==> config.mk <==
export PLATFORM = sky130hd
export DESIGN_NAME = mod_accumulator
export DESIGN_NICKNAME = d
export VERILOG_FILES = /design/src/rtl/mod_accumulator_pkg.sv /design/src/rtl/mod_accumulator_rca_word.sv /design/src/rtl/mod_accumulator.sv
export SDC_FILE = /design/constraint.sdc
export NUM_CORES = 1
export LEC_CHECK = 0
export ABC_AREA = 1
export CELL_PAD_IN_SITES_DETAIL_PLACEMENT = 0
export CELL_PAD_IN_SITES_GLOBAL_PLACEMENT = 1
export CORE_ASPECT_RATIO = 1.4
export CORE_MARGIN = 1
export CORE_UTILIZATION = 31
export DETAILED_ROUTE_END_ITERATION = 16
export PLACE_DENSITY = 0.81
export SKIP_LAST_GASP = 1
export SLEW_MARGIN = 0
export SYNTH_ARGS = -nofsm -noshare
export SYNTH_HDL_FRONTEND = slang
export SYNTH_SLANG_ARGS = --single-unit
==> constraint.sdc <==
create_clock -name i_clk -period 12.2 [get_ports i_clk]
set_input_delay 1.83 -clock i_clk [delete_from_list [all_inputs] [get_ports i_clk]]
set_output_delay 1.83 -clock i_clk [all_outputs]
set_load 0.01 [all_outputs]
==> src/rtl/mod_accumulator_pkg.sv <==
// Shared constants and types for the multi-operand modular accumulator.
// Used by the top and the ripple-carry word adder.
package mod_accumulator_pkg;

    // Default datapath word size (SHA-256 word).
    localparam int WORD_W = 32;

    // Legal operand-count range and the counter width that covers it.
    localparam int NUM_OPS_MIN = 2;
    localparam int NUM_OPS_MAX = 16;
    localparam int CNT_W       = 4;

    // Accumulator control states.
    typedef enum logic {
        ACCUM = 1'b0,
        HOLD  = 1'b1
    } acc_state_e;

    // Legality check for an operand-count / width pair.
    function automatic bit cfg_ok(input int width, input int nops);
        return (width % 4 == 0) && (width >= 4) &&
               (nops >= NUM_OPS_MIN) && (nops <= NUM_OPS_MAX);
    endfunction

endpackage

==> src/rtl/mod_accumulator_rca_word.sv <==
// WIDTH-bit ripple-carry adder built from chained 4-bit slices.
// The nibble slice is the leaf cell; rca_word chains them LSB first.
module rca_nibble (
    input  logic [3:0] a_i,
    input  logic [3:0] b_i,
    input  logic       ci_i,
    output logic [3:0] sum_o,
    output logic       co_o
);

    logic [4:0] c;

    // Four full adders, carry rippling bit to bit.
    always_comb begin
        c     = '0;
        c[0]  = ci_i;
        sum_o = '0;
        for (int i = 0; i < 4; i++) begin
            sum_o[i] = a_i[i] ^ b_i[i] ^ c[i];
            c[i+1]   = (a_i[i] & b_i[i]) | (c[i] & (a_i[i] ^ b_i[i]));
        end
        co_o = c[4];
    end

endmodule

module rca_word
    import mod_accumulator_pkg::*;
#(
    parameter int WIDTH = WORD_W
) (
    input  logic [WIDTH-1:0] a_i,
    input  logic [WIDTH-1:0] b_i,
    input  logic             ci_i,
    output logic [WIDTH-1:0] sum_o,
    output logic             co_o
);

    localparam int NSL = WIDTH / 4;

    logic [NSL:0] carry;

    assign carry[0] = ci_i;

    for (genvar s = 0; s < NSL; s++) begin : g_slice
        rca_nibble u_nib (
            .a_i   (a_i[4*s +: 4]),
            .b_i   (b_i[4*s +: 4]),
            .ci_i  (carry[s]),
            .sum_o (sum_o[4*s +: 4]),
            .co_o  (carry[s+1])
        );
    end

    assign co_o = carry[NSL];

endmodule

==> src/rtl/mod_accumulator.sv <==
// Sequential multi-operand adder mod 2^WIDTH with valid/ready in and out.
// Optional discarded-carry counter enabled by the ACC_CARRY_CNT_EN macro.
module mod_accumulator
    import mod_accumulator_pkg::*;
#(
    parameter int WIDTH   = WORD_W,
    parameter int NUM_OPS = 5
) (
    input  logic             i_clk,
    input  logic             i_rst,
    input  logic             i_op_valid,
    output logic             o_op_ready,
    input  logic [WIDTH-1:0] i_op,
    output logic             o_sum_valid,
    input  logic             i_sum_ready,
`ifdef ACC_CARRY_CNT_EN
    output logic [3:0]       o_carry_cnt,
`endif
    output logic [WIDTH-1:0] o_sum
);

    if (!cfg_ok(WIDTH, NUM_OPS)) begin : g_bad_cfg
        $error("mod_accumulator: illegal WIDTH/NUM_OPS");
    end

    localparam logic [CNT_W-1:0] LAST = CNT_W'(NUM_OPS - 1);

    acc_state_e       state_q;
    logic [WIDTH-1:0] acc_q;
    logic [WIDTH-1:0] acc_d;
    logic [CNT_W-1:0] cnt_q;
    logic             op_ready_q;
    logic             sum_valid_q;
    logic             add_co;
    logic             op_hs;
    logic             sum_hs;

    assign op_hs  = i_op_valid & op_ready_q;
    assign sum_hs = sum_valid_q & i_sum_ready;

    rca_word #(
        .WIDTH (WIDTH)
    ) u_add (
        .a_i   (acc_q),
        .b_i   (i_op),
        .ci_i  (1'b0),
        .sum_o (acc_d),
        .co_o  (add_co)
    );

`ifdef ACC_CARRY_CNT_EN
    logic [3:0] carry_q;
    logic [3:0] carry_d;

    // Next carry count: bump on a handshake whose add overflowed.
    always_comb begin
        carry_d = carry_q;
        if (op_hs && add_co) begin
            carry_d = carry_q + 4'd1;
        end
    end

    // Carry counter clears with acc on reset and on result handshake.
    always_ff @(posedge i_clk) begin
        if (i_rst) begin
            carry_q <= '0;
        end else if (sum_hs) begin
            carry_q <= '0;
        end else begin
            carry_q <= carry_d;
        end
    end

    assign o_carry_cnt = carry_q;
`else
    logic unused_add_co;
    assign unused_add_co = add_co;
`endif

    // Control FSM with accumulator, operand count and registered handshakes.
    always_ff @(posedge i_clk) begin
        if (i_rst) begin
            state_q     <= ACCUM;
            acc_q       <= '0;
            cnt_q       <= '0;
            op_ready_q  <= 1'b1;
            sum_valid_q <= 1'b0;
        end else begin
            unique case (state_q)
                ACCUM: begin
                    if (op_hs) begin
                        acc_q <= acc_d;
                        if (cnt_q == LAST) begin
                            cnt_q       <= '0;
                            state_q     <= HOLD;
                            op_ready_q  <= 1'b0;
                            sum_valid_q <= 1'b1;
                        end else begin
                            cnt_q <= cnt_q + 1'b1;
                        end
                    end
                end
                HOLD: begin
                    if (i_sum_ready) begin
                        acc_q       <= '0;
                        state_q     <= ACCUM;
                        op_ready_q  <= 1'b1;
                        sum_valid_q <= 1'b0;
                    end
                end
                default: begin
                    state_q <= ACCUM;
                end
            endcase
        end
    end

    assign o_op_ready  = op_ready_q;
    assign o_sum_valid = sum_valid_q;
    assign o_sum       = acc_q;

endmodule

After elaboration in Yosys (flattened, before gate mapping)

Cells that the tools add are included.

Bits in registers: 39
Bits of input ports: 36
Output and inout port bits: 34
Word-level logic and storage cells: 185

Add/subtract/negate cells: 1
Equality and inequality tests: 4
Muxes and demuxes: 16
Bitwise logic cells: 156
Reductions and logical operators: 3

Operators with widths:

| operator                                                              | count |
|---|---|
| 32-bit two-way mux                                                    | 2 |
| 32-bit case mux with 2 select lines                                   | 1 |
| 1-bit XOR                                                             | 63 |
| 1-bit AND                                                             | 62 |
| 1-bit bitwise OR                                                      | 30 |
| 1-bit two-way mux                                                     | 9 |
| 2-bit inequality test, second input constant                          | 3 |
| 1-bit case mux with 2 select lines                                    | 3 |
| 4-bit by 1-bit adder with 4-bit output, second input constant         | 1 |
| 4-bit by 3-bit equality test with 1-bit output, second input constant | 1 |
| 4-bit two-way mux                                                     | 1 |
| 2-bit AND reduction                                                   | 2 |
| 3-bit AND reduction                                                   | 1 |
| 1-bit inverter                                                        | 1 |

Logic depth before layout (Yosys ltp)

Depth after elaboration: 64
Depth in mapped cells: 42
Gate-level depth less buffers: 42

By module

A second synthesis with hierarchy kept.

Cell total of the unflattened synthesis: 301
Area, all modules: 2431.1 sq um

Modules (own cells, without submodules):

| module          | times used | cells an instance | area each (sq um) | sequential area each (sq um) |
|---|---|---|---|---|
| mod_accumulator | 1          | 189               | 1490.2            | 780.7 |
| rca_nibble      | 8          | 14                | 117.6             | 0.0 |

Worst setup path after synthesis

Ideal clock, no wire load.

Kind: input -> register
Start point: in i_op[0]
End point: reg acc_q[30] (netlist: o_sum[30])
Library setup time: 0.070 ns
Arrival: 12.829 ns
Required time: 12.130 ns
Slack: -0.699 ns
Stages: 40
Path buffers: 0
Cell sequence: ha_1 > inv_1 > fa_1 > fa_1 > fa_1 > fa_1 > fa_1 > fa_1 > fa_1 > fa_1 > fa_1 > fa_1 > fa_1 > fa_1 > fa_1 > fa_1 > fa_1 > fa_1 > (+4 left out) > fa_1 > fa_1 > inv_1 > fa_1 > inv_1 > fa_1 > inv_1 > fa_1 > fa_1 > fa_1 > inv_1 > fa_1 > inv_1 > fa_1 > inv_1 > fa_1 > or2_0 > a21oi_1

Cells in the longest elaborated chain, start to end: 62

Ends and longest elaborated chain:

| item                                | RTL line                       | RTL |
|---|---|---|
| start, declared                     | mod_accumulator.sv:13          | `input logic [WIDTH-1:0] i_op,` |
| 1-bit AND (2 in a row)              | mod_accumulator_rca_word.sv:20 | `c[i+1] = (a_i[i] & b_i[i]) \| (c[i] & (a_i[i] ^ b_i[i]));` |
| 1-bit bitwise OR                    | mod_accumulator_rca_word.sv:20 |  |
| 1-bit AND                           | mod_accumulator_rca_word.sv:20 |  |
| 1-bit bitwise OR                    | mod_accumulator_rca_word.sv:20 |  |
| 1-bit AND                           | mod_accumulator_rca_word.sv:20 |  |
| 1-bit bitwise OR                    | mod_accumulator_rca_word.sv:20 |  |
| 1-bit AND                           | mod_accumulator_rca_word.sv:20 |  |
| 1-bit bitwise OR                    | mod_accumulator_rca_word.sv:20 |  |
| (+45 left out)                      | -                              |  |
| 1-bit bitwise OR                    | mod_accumulator_rca_word.sv:20 |  |
| 1-bit AND                           | mod_accumulator_rca_word.sv:20 |  |
| 1-bit bitwise OR                    | mod_accumulator_rca_word.sv:20 |  |
| 1-bit AND                           | mod_accumulator_rca_word.sv:20 |  |
| 1-bit bitwise OR                    | mod_accumulator_rca_word.sv:20 |  |
| 1-bit XOR                           | mod_accumulator_rca_word.sv:19 | `sum_o[i] = a_i[i] ^ b_i[i] ^ c[i];` |
| 32-bit two-way mux                  | mod_accumulator.sv:91          | `if (op_hs) begin` |
| 32-bit case mux with 2 select lines | mod_accumulator.sv:89          | `unique case (state_q)` |
| end signal, assigned                | mod_accumulator.sv:84          | `acc_q <= '0;` |
| end signal, assigned                | mod_accumulator.sv:92          | `acc_q <= acc_d;` |
| end signal, assigned                | mod_accumulator.sv:105         | `acc_q <= '0;` |
| end, declared                       | mod_accumulator.sv:29          | `logic [WIDTH-1:0] acc_q;` |

No other way between the ends. The select of a mux whose other input is x is not followed.
A chain may end at the register's enable or synchronous reset.

Worst setup path in the final report

Same ends and word-level chain as after synthesis.

==> run metrics <==
Inserted Clock Buffers=5; Filler Cell Count=715; gr usage total=13.5%; Worst EP arrival=12.40 ns; share of post-route cells with drive strength above 1=between 15 and 20%; period utilization=99.7%; max cap viols=0; Post-CTS Setup Bufs=0; largest net degree at the start of global routing=36; RePlAce Congestion=0.729; share of Yosys cell area claimed by the top area cell type=33.0%; GRT met3 Usage=between 3 and 4%; hold_ws=0.470 ns; measured slew at the worst slew-check pin=0.766 ns; top cells by area, synth=dfxtp_1 (33%), fa_1 (25%), inv_1 (10%); Slew headroom=48.8%; Non-Filler Instances=between 400 and 500; CTS tree=yes; fmax=0.0822 GHz; Max FO, Critical Path=1; leakage=between 1 and 1.5 nW; Synth Flop Type=dfxtp_1; first-pass GRT wire length=8180 µm; critical path endpoint category=flip-flop; Final ANT Viol Nets=0; GR Util met1=15.3%; Die X-Extent=75.9 µm; Pint=approximately 0.29 mW; min Tclk post-route=approximately 12 ns; Cell Rows=37; die area=8000 µm²; Crit-path slowest cell=fa_2; Die Height=105 µm; initial antenna violation count=0; DRC viols=0; n_diodes=0; Avg Cell Area, Syn=~8.5 µm²; drt pass-1 iters=4; CTS Sinks=39; vias in the first global route=1851; grt peak-use layer=met2; num ports=70; Ys Warns=0; Post-Syn Area=2370 µm²; routing usage on met2=23.0%; Cell variety after synth=21; via count=1904; Setup CP Type=primary input to flip-flop; Seq cells post-synth=39; PortBufs=69; Reg clk slew, reported paths=0.08 ns; Pins Over Slew Limit=0; Async SR Flop Fraction=0%; leading area contributor after synthesis=dfxtp_1; post-synthesis sequential area ratio=33.0%; skew final=0.0109 ns; crit path launch type=primary input; Net count, final=414; Detailed Place HPWL=3580 µm; top-count cell post-synth=inv_1; count of final hold-check violations=0; clock share of power=31.1%; total gr overflow=0; # setup viols final=0; drt via density=between 4 and 5; synth cell count leaders=inv_1 (65), nand2_1 (55), dfxtp_1 (39); cts hold-fix bufs=0; H-tree depth=2; Flop pwr share=37.4%; placed instance count=435; Power Dens Cells=123 nW/µm²; RSZ-0062 raised after global routing=true; clock latency on the worst-skew pair=0.30 ns; initial DRC count=between 50 and 60; Root Buffer=clkbuf_8; Syn Nets=around 350; HP Class=flip-flop to flip-flop; switching share of power=28.8%; Area Overhead vs Synth=41.5%; DRT Wirelength=around 5000 µm; Worst EP required=12.43 ns; Cells after Synth=279; Starting Density=32.2%; status=finished clean; Post-synth EDFFs=0; peak supply drop=approximately 0.085 mV; Max clock buf depth=2; core area=7360 µm²; Worst path most repeated cell=fa_2; Net Sw Power=0.119 mW; wire per inst=11.3 µm; peak per-stage delay on the critical path=0.41 ns; Logic pwr share=31.5%
-- worst max-delay path: cells and delay by family --
| family | cells | cell delay, ns |
|---|---|---|
| AO/OA/AOI/OAI | 1 | 0.11 |
| adder cells (fa/ha/maj) | 31 | 9.79 |
| buffers and inverters | 8 | 0.41 |
| AND/OR/NAND/NOR | 1 | 0.23 |
-- metrics by stage --
stage          power, mW  setup slack, ns  area, µm²  util (%)  TNS (ns)
4_1_cts            0.420          -0.0774       3320      45.1   -0.0774
3_5_place_dp       0.285           -0.934       3160      43.0     -2.70
6_report           0.413           0.0352       3350      45.5         0
2_1_floorplan      0.228           0.0236       2410         -         0
3_3_place_gp       0.281           -0.868       3160      43.0     -2.41
5_1_grt            0.447           -0.279       3350      45.5    -0.440
-- cells by family (layout without fill, tap and decap cells) --
group,after synthesis,in the layout,share of synthesized area [%]
AND/OR/NAND/NOR,91,91,18.0
buffers and inverters,77,144,13.5
flip-flops,39,39,33.0
AO/OA/AOI/OAI,38,38,8.29
adder cells (fa/ha/maj),33,33,26.9
XOR/XNOR,1,1,0.370
-- layer usage --
metal	part of all wire, %	up-vias
li1	-	940
met1	41	913
met2	52	42
met3	4.1	9
met4	2.6	0
met5	0	-
-- state kept, by name (all words and copies together), names as in the netlist --
register	count
o_sum	32
cnt_q	4
o_op_ready	1
o_sum_valid	1
state_q	1
-- placed cells by master (no fill, tap or decap) --
| master | netlist | layout |
|---|---|---|
| a21oi_1 | 35 | 35 |
| a21oi_2 | 1 | 1 |
| buf_4 | 1 | 1 |
| buf_6 | 3 | 1 |
| bufinv_16 | 0 | 2 |
| clkbuf_1 | 3 | 1 |
| clkbuf_2 | 0 | 1 |
| clkbuf_8 | 0 | 5 |
| clkdlybuf4s50_1 | 0 | 66 |
| dfxtp_1 | 39 | 39 |
| dlymetal6s2s_1 | 0 | 1 |
| fa_2 | 0 | 30 |
| ha_1 | 3 | 2 |
| ha_4 | 0 | 1 |
| inv_1 | 65 | 55 |
| inv_2 | 1 | 11 |
| nand2_1 | 55 | 55 |
| nand3_1 | 5 | 2 |
| nand3_2 | 0 | 3 |
| nor2_1 | 4 | 4 |
| nor2_4 | 2 | 2 |
| o21ai_0 | 1 | 1 |
| o21bai_1 | 1 | 1 |
| or2_0 | 24 | 24 |
| or2_1 | 1 | 1 |
| xor2_1 | 1 | 1 |
-- cell type report --
cell class	count	area [µm²]	area share, %
clock buffer	6	72.6	2.17
inverter	66	248	7.39
tap	97	121	3.62
multi-input combinational	163	1370	40.9
timing repair buffer	70	697	20.8
clock inverter	2	60.1	1.79
sequential	39	781	23.3
-- power groups by stage --
stage          Sequential [mW]  Clock [mW]  Combinational, mW
6_report                 0.155       0.128              0.130
5_1_grt                  0.157       0.140              0.150
4_1_cts                  0.155       0.134              0.131
3_5_place_dp             0.157           0              0.127
3_3_place_gp             0.157           0              0.123
2_1_floorplan            0.163           0             0.0657
-- final timing paths --
check / slack, ns / startpoint / cells after the start / endpoint
max: 0.04 / i_op[0] / 41 / o_sum[30]
min: 0.47 / o_sum_valid / 2 / o_sum_valid
max reg2reg: 1.20 / o_sum[0] / 40 / o_sum[30]
min reg2reg: 0.47 / o_sum_valid / 2 / o_sum_valid
-- timing repair --
action	in CTS	in global routing
gates resized for setup	25	10
pin swaps	4	2
endpoints found under the setup margin	3	2
Power figures use the tool's default switching activity.
